### src/rtl/adder_4bit.sv
// Registered ripple-carry adder, one-cycle latency, valid-qualified.
// Define ADDER_4BIT_SUB_EN to add a sub port (a - b via a + ~b + 1).
module adder_4bit #(
  parameter int WIDTH = 4
) (
  input  logic             clk,
  input  logic             rst_n,
  input  logic [WIDTH-1:0] a,
  input  logic [WIDTH-1:0] b,
  input  logic             carry_in,
`ifdef ADDER_4BIT_SUB_EN
  input  logic             sub,
`endif
  input  logic             in_valid,
  output logic [WIDTH-1:0] sum,
  output logic             carry_out,
  output logic             overflow,
  output logic             out_valid
);

  logic [WIDTH-1:0] bx;
  logic [WIDTH-1:0] s;
  logic [WIDTH:0]   c;

`ifdef ADDER_4BIT_SUB_EN
  assign bx   = b ^ {WIDTH{sub}};
  assign c[0] = carry_in ^ sub;
`else
  assign bx   = b;
  assign c[0] = carry_in;
`endif

  for (genvar i = 0; i < WIDTH; i++) begin : g_fa
    assign s[i]   = a[i] ^ bx[i] ^ c[i];
    assign c[i+1] = (a[i] & bx[i]) | (c[i] & (a[i] ^ bx[i]));
  end

  // Result register: reset wins, accept loads, idle holds data.
  always_ff @(posedge clk) begin
    if (!rst_n) begin
      sum       <= '0;
      carry_out <= 1'b0;
      overflow  <= 1'b0;
      out_valid <= 1'b0;
    end else if (in_valid) begin
      sum       <= s;
      carry_out <= c[WIDTH];
      overflow  <= c[WIDTH] ^ c[WIDTH-1];
      out_valid <= 1'b1;
    end else begin
      out_valid <= 1'b0;
    end
  end

endmodule

### config.mk
export PLATFORM = sky130hd
export DESIGN_NAME = adder_4bit
export DESIGN_NICKNAME = d
export VERILOG_FILES = /design/src/rtl/adder_4bit.sv
export SDC_FILE = /design/constraint.sdc
export NUM_CORES = 1
export LEC_CHECK = 0
export ABC_AREA = 1
export BUFFER_PORTS_ARGS = -buffer_cell sky130_fd_sc_hd__buf_2
export CAP_MARGIN = 20
export CORE_AREA = 2 2 39 41
export CTS_CLUSTER_DIAMETER = 60
export DETAILED_ROUTE_END_ITERATION = 16
export DIE_AREA = 0 0 41 43
export SLEW_MARGIN = 20
export SYNTH_ARGS = -nofsm -noshare
export SYNTH_HDL_FRONTEND = slang
export SYNTH_SLANG_ARGS = --single-unit
### constraint.sdc
create_clock -name clk -period 2.38 [get_ports clk]
set_clock_uncertainty 0.05 [all_clocks]
set_input_delay 0.357 -clock clk [delete_from_list [all_inputs] [get_ports clk]]
set_output_delay 0.357 -clock clk [all_outputs]
set_load 0.005 [all_outputs]
==> qor.csv, run 1 <==
stage;metric;value;unit
outcome;status;finished clean;
timing;hold_viol;0;
timing;hold_slack;0.330;ns
synth;synthDistinctLibCells;7;
critical_path;critPathBufInv;4;
power_and_ir_drop;vdd_ir_drop_max;0.000162;V
grt;grt-ovfl-total;0;
power_and_ir_drop;clkPwrFrac;0.361;
grt;grt_max_degree;13;
synth;syn_inst;46;
clock_tree;cts_root_buffer;clkbuf_4;
power_and_ir_drop;power_frac_comb;0.201;
power_and_ir_drop;seqPwrFrac;0.438;
critical_path;crit_family;adder cells;
timing;setup_viol;0;
synth;syn-num-nets;62;
final_layout;area_delta_synth_final;35.9;%
routing;antenna_left;0;
clock_tree;numCtsBuffers;3;
synth;ys_seq_area_frac;0.390;
clock_tree;clk_pin_slew;0.05;ns
final_layout;insertedDiodeCount;0;
synth;syn_area;359;µm²
routing;drt-total-wl;622;µm
die;die_area;0.00176;mm²
routing;wl_per_cell;7.49;µm
placed_design;port_buffers;18;
placed_design;place_area;462;µm²
critical_path;crit_path_top_delay_cell;fa_1;
final_layout;final_util;0.353;
placed_design;dpl.hpwl;495;µm
critical_path;max_stage_delay;0.42;ns
die;die_y;43;µm
timing;maxSlewViolCount;0;
routing;vias;320;
timing;tns;0;ns
power_and_ir_drop;p_per_area;615;mW/mm²
timing;grt_setup_unrepaired;no;
flow_run;cap_viol_max_count;0;
timing;worstMarginPinSlew;0.202;ns
die;ios;19;
die;core_area;0.00138;mm²
grt;antenna_found_initial;0;
die;die_x;41;µm
critical_path;required;2.52;ns
final_layout;mostFrequentLayoutCells;buf_2 (18), nor2_1 (13), inv_1 (9), nand2_1 (9), dfxtp_1 (7);
die;initial_core_util;0.259;
synth;ys_ff_latch;7;
synth;synth-warning-count;0;
critical_path;worst_setup_path_end_kind;flop;
timing;fin_crit_sh;0.877;
clock_tree;clock-sinks;7;
grt;grt.total_usage;0.0879;
placed_design;dp_cells;79;
final_layout;drive_above_1_share;0.313;
grt;grt_pass1_wl;972;µm
routing;drc_errors;0;
final_layout;finish.instance_area;488;µm²
critical_path;cp.arrival;2.23;ns
power_and_ir_drop;p_total;300;µW
clock_tree;cts_resized;0;
critical_path;path_cells;buf_2, fa_1, inv_1, fa_1, inv_1, fa_1, inv_1, fa_1, nand2_1, nand2_1, nor2_1;
critical_path;crit_type;in2reg;
critical_path;path_common_cell;fa_1;
final_layout;nNetsFinal;84;
worst_hold_path;hold_path.class;in2reg;
timing;layout_min_cycle_time;2.09;ns
timing;slew_headroom;0.866;
timing;fmax;0.479;GHz
placed_design;place_congestion;0.582;
power_and_ir_drop;intPower;221;µW
power_and_ir_drop;switchingPower;79.1;µW
clock_tree;cts_hold_buf;0;
final_layout;final_common_cell;buf_2;
synth;synth.avg_cell_area;7.81;µm²
power_and_ir_drop;power_switching_share;0.264;
clock_tree;h-tree-depth;1;
clock_tree;cts_tree;built;
die;num_rows;14;
clock_tree;clk_path_buf_depth;2;
power_and_ir_drop;leakage;0.284;nW
clock_tree;worstSkewPairLatency;0.25;ns
grt;grt_pass1_vias;267;
timing;worst_slack;0.293;ns
routing;firstDrtPassIters;4;
routing;vias_per_cell;3.86;
final_layout;stdcell_count;83;
clock_tree;post_cts.repair.setup_buffers;0;
critical_path;worstPathMaxFanout;3;
routing;drt_iter0_markers;6;
placed_design;place_ws;0.0209;ns
critical_path;start_kind;input port;
-- logic make-up (layout without fill, tap and decap cells) --
family | Yosys count | count (layout) | share of synthesized area
simple gates | 22 | 22 | 0.230
compound gates | 3 | 3 | 0.0418
flops | 7 | 7 | 0.390
buf+inv | 10 | 31 | 0.115
fa+ha+maj | 4 | 4 | 0.223
-- power by group through the flow --
stage	Combinational [mW]	Sequential [mW]	Clock [mW]
after CTS	0.0614	0.132	0.114
final	0.0602	0.132	0.108
after floorplan	0.0335	0.136	0
after global routing	0.0723	0.133	0.119
after detailed placement	0.0612	0.134	0
after global placement	0.0600	0.134	0
-- sequential cells by signal, indices dropped and copies added, names as in the netlist --
register,cells
sum,4
carry_out,1
out_valid,1
overflow,1
-- tightest hold or removal path, cell delays in order --
cell and delay (ns):
buf_2 0.14, nand2_1 0.06, inv_1 0.04
-- worst paths after layout --
| kind | start | to | slack (ns) | cells past startpoint |
|---|---|---|---|---|
| max | a[0] | sum[3] | 0.29 | 11 |
| min | rst_n | out_valid | 0.33 | 3 |
| max reg2reg | sum[0] | sum[0] | 1.75 | 2 |
| min reg2reg | sum[3] | sum[3] | 0.41 | 2 |
-- per-layer routing --
| metal | share of wire | vias up | GRT usage |
|---|---|---|---|
| met1 | 0.43 | 129 | 0.0951 |
| met3 | 0.087 | 4 | 0.0157 |
| met4 | 0.048 | 0 | 0.120 |
| li1 | - | 173 | - |
| met5 | 0 | - | 0 |
| met2 | 0.43 | 14 | 0.116 |
-- synthesized netlist by cell type, drive strengths merged --
cell / number / area share
nor2: 13 / 0.14
inv: 9 / 0.094
nand2: 9 / 0.094
dfxtp: 7 / 0.39
fa: 4 / 0.22
o21ai: 3 / 0.042
buf: 1 / 0.021
-- area by class of cell --
cell class	count	area, µm²
sequential	7	140
fill	170	896
inverter	9	33.8
multi-input combinational	29	178
tap	16	20.0
timing repair buffer	18	90.1
clock buffer	4	26.3
Power figures use the tool's default switching activity.
==> run 2: changes to the inputs <==
--- a/config.mk
+++ b/config.mk
@@ -5,7 +5,6 @@
 export SDC_FILE = /design/constraint.sdc
 export NUM_CORES = 1
 export LEC_CHECK = 0
-export ABC_AREA = 1
 export BUFFER_PORTS_ARGS = -buffer_cell sky130_fd_sc_hd__buf_2
 export CAP_MARGIN = 20
 export CORE_AREA = 2 2 39 41
==> run 2 against run 1 <==
Hold slack better by 0.034 ns. Wire length down 0.48%. Final cell count down 16%. Largest power group unchanged. Utilization up 0.090 points. Largest cell class unchanged.
==> qor.csv, run 2 <==
stage;metric;value;unit;change
outcome;status;finished clean;;unchanged
die;die_x;41;µm;unchanged
clock_tree;cts_root_buffer;clkbuf_4;;unchanged
synth;syn_area;364;µm²;was 359 µm²
routing;drt_iter0_markers;0;;was 6
synth;ys_dominant_reg_cell;dfxtp_1;;unchanged
clock_tree;clock-sinks;7;;unchanged
routing;met1_length;239;µm;was 269 µm
critical_path;crit_type;in2reg;;unchanged
die;die_area;0.00176;mm²;unchanged
routing;drt-total-wl;619;µm;was 622 µm
synth;syn_inst;33;;was 46
timing;hold_slack;0.364;ns;was 0.330 ns
power_and_ir_drop;intPower;226;µW;was 221 µW
grt;grt.total_usage;0.0830;;was 0.0879
synth;synth_top_family_by_area;adder cells;;was simple AND/OR/NAND/NOR gates
clock_tree;worstSkewPairLatency;0.25;ns;about the same
die;die_y;43;µm;unchanged
synth;synth_top_cell_by_area;dfxtp_1;;unchanged
routing;antenna_left;0;;unchanged
final_layout;insertedDiodeCount;0;;unchanged
power_and_ir_drop;power_switching_share;0.249;;was 0.264
routing;route.met2.wl;324;µm;was 267 µm
synth;synth_edf_count;0;;unchanged
synth;synth-simple-area-share;0.107;;was 0.230
worst_hold_path;hold_path.class;in2reg;;unchanged
final_layout;area_delta_synth_final;34.4;%;was 35.9%
critical_path;max_stage_delay;0.40;ns;was 0.42 ns
die;core_area;0.00138;mm²;unchanged
final_layout;final_util;0.354;;was 0.353
final_layout;mostFrequentLayoutCells;buf_2 (18), inv_1 (7), dfxtp_1 (7), fa_1 (4);;was buf_2 (18), nor2_1 (13), inv_1 (9), nand2_1 (9), dfxtp_1 (7)
grt;grt-ovfl-total;0;;unchanged
critical_path;path_common_cell;fa_1;;unchanged
clock_tree;h-tree-depth;1;;unchanged
critical_path;crit_family;adder cells;;unchanged
timing;tns;0;ns;unchanged
power_and_ir_drop;seqPwrFrac;0.440;;was 0.438
synth;synth_top_area_frac;0.385;;was 0.390
routing;vias_per_cell;3.99;;was 3.86
critical_path;worst_setup_path_end_kind;flop;;unchanged
synth;synth.avg_cell_area;11.0;µm²;was 7.81 µm²
timing;maxSlewViolCount;0;;unchanged
power_and_ir_drop;power_frac_comb;0.205;;was 0.201
synth;ys_ff_latch;7;;unchanged
synth;synthArstFlopShare;0;;unchanged
power_and_ir_drop;p_total;301;µW;was 300 µW
clock_tree;clk_path_buf_depth;2;;unchanged
power_and_ir_drop;p_per_area;615;mW/mm²;about the same
synth;synth_compound_area_frac;0.107;;was 0.0418
critical_path;worstPathMaxFanout;2;;was 3
clock_tree;post_cts.repair.setup_buffers;0;;unchanged
final_layout;largest_register_ffs;4;;unchanged
critical_path;cp.arrival;2.22;ns;was 2.23 ns
synth;synth-warning-count;0;;unchanged
final_layout;final_common_cell;buf_2;;unchanged
synth;synth_xor_area_frac;0.0241;;was 0
final_layout;drive_above_1_share;0.407;;was 0.313
timing;grt_setup_unrepaired;no;;unchanged
critical_path;path_cells;buf_2, fa_1, inv_1, fa_1, inv_1, fa_1, inv_1, fa_1, nand2_1, o211a_1;;was buf_2, fa_1, inv_1, fa_1, inv_1, fa_1, inv_1, fa_1, nand2_1, nand2_1, nor2_1
timing;hold_viol;0;;unchanged
routing;met3_wirelength;55;µm;was 54 µm
grt;grt_pass1_wl;910;µm;was 972 µm
critical_path;crit_path_top_delay_cell;fa_1;;unchanged
timing;fin_crit_sh;0.875;;was 0.877
power_and_ir_drop;leakage;0.282;nW;was 0.284 nW
flow_run;cap_viol_max_count;0;;unchanged
die;num_rows;14;;unchanged
synth;synth_common_cells;dfxtp_1 (7), inv_1 (7), fa_1 (4);;was nor2_1 (13), inv_1 (9), nand2_1 (9)
power_and_ir_drop;clkPwrFrac;0.355;;was 0.361
final_layout;nNetsFinal;71;;was 84
synth;synth.area.mux_share;0.0550;;was 0
clock_tree;clk_pin_slew;0.05;ns;about the same
synth;synthTopCellsByArea;dfxtp_1 (38%), fa_1 (22%), o211a_1 (8.2%);;was dfxtp_1 (39%), fa_1 (22%), nor2_1 (14%)
timing;fmax;0.480;GHz;was 0.479 GHz
critical_path;critPathBufInv;4;;unchanged
placed_design;dpl.hpwl;513;µm;was 495 µm
synth;syn-num-nets;49;;was 62
clock_tree;cts_tree;built;;unchanged
critical_path;start_kind;input port;;unchanged
timing;layout_min_cycle_time;2.08;ns;was 2.09 ns
grt;grt_pass1_vias;251;;was 267
grt;grt_max_degree;11;;was 13
synth;synth_adder_area_share;0.220;;was 0.223
timing;worstMarginPinSlew;0.187;ns;was 0.202 ns
die;initial_core_util;0.263;;was 0.259
die;ios;19;;unchanged
final_layout;regMostFlops;sum;;unchanged
placed_design;port_buffers;18;;unchanged
timing;setup_viol;0;;unchanged
timing;slew_headroom;0.875;;was 0.866
routing;wl_per_cell;8.84;µm;was 7.49 µm
power_and_ir_drop;switchingPower;74.9;µW;was 79.1 µW
clock_tree;numCtsBuffers;3;;unchanged
clock_tree;cts_resized;0;;unchanged
routing;top_layer_used;met3;;was met4
clock_tree;cts_hold_buf;0;;unchanged
placed_design;place_congestion;0.672;;was 0.582
placed_design;place_area;463;µm²;was 462 µm²
power_and_ir_drop;vdd_ir_drop_max;0.000321;V;was 0.000162 V
synth;synthDistinctLibCells;11;;was 7
routing;vias;279;;was 320
final_layout;finish.instance_area;489;µm²;was 488 µm²
grt;antenna_found_initial;0;;unchanged
routing;firstDrtPassIters;1;;was 4
routing;drc_errors;0;;unchanged
synth;ys_seq_area_frac;0.385;;was 0.390
critical_path;required;2.52;ns;about the same
-- run 2: changes by cell type after synthesis, sizes merged --
cell,previous run,this run
inv,9,7
nor2,13,0
o21ai,3,0
nand2,9,3
and2,0,1
o211a,0,3
mux2i,0,2
nor2b,0,3
xnor2,0,1
a22o,0,1
-- run 2: worst paths after layout --
kind         cells past startpoint  slack, ns       end  startpoint
max reg2reg                      2       1.58  overflow    overflow
min                              2       0.36    sum[1]       rst_n
min reg2reg                      1       0.43    sum[1]      sum[1]
max                             10       0.30    sum[3]        a[0]
-- run 2: kinds of logic after synthesis --
| kind of cell | after synthesis |
|---|---|
| buf+inv | 8 |
| simple gates | 7 |
| mux | 2 |
| flops | 7 |
| compound gates | 4 |
| xor+xnor | 1 |
| fa+ha+maj | 4 |
-- run 2: power groups by stage --
| stage | Combinational [mW] | Sequential [mW] | Clock (mW) |
|---|---|---|---|
| finish | 0.0616 | 0.132 | 0.107 |
| global route | 0.0718 | 0.134 | 0.118 |
| global placement | 0.0623 | 0.135 | 0 |
| floorplan | 0.0359 | 0.136 | 0 |
| CTS | 0.0636 | 0.132 | 0.112 |
| detailed placement | 0.0634 | 0.135 | 0 |
-- run 2: through the flow --
stage | cells | setup slack (ns)
final | 70 | 0.298
after global routing | 70 | 0.243
after CTS | 70 | 0.292
after detailed placement | 66 | 0.0377
after global placement | 66 | 0.0662
after floorplan | 33 | 0.222
-- run 2: metal layers --
layer  track usage  up-vias
met1        0.0825      127
met2         0.122        9
met4        0.0600        0
met3        0.0471        0
met5             0        -
li1              -      143
-- run 2: final cells by class --
type	instances	area (µm²)
Fill cell	148	895
Multi-Input combinational cell	18	186
Sequential cell	7	140
Timing Repair Buffer	18	90.1
Clock buffer	4	26.3
Inverter	7	26.3
Tap cell	16	20.0
-- run 2: worst register-to-register path, cell delays in order (launching register included) --
cell and delay [ns]:
dfxtp_1 0.30, nor2b_1 0.12, a22o_1 0.22
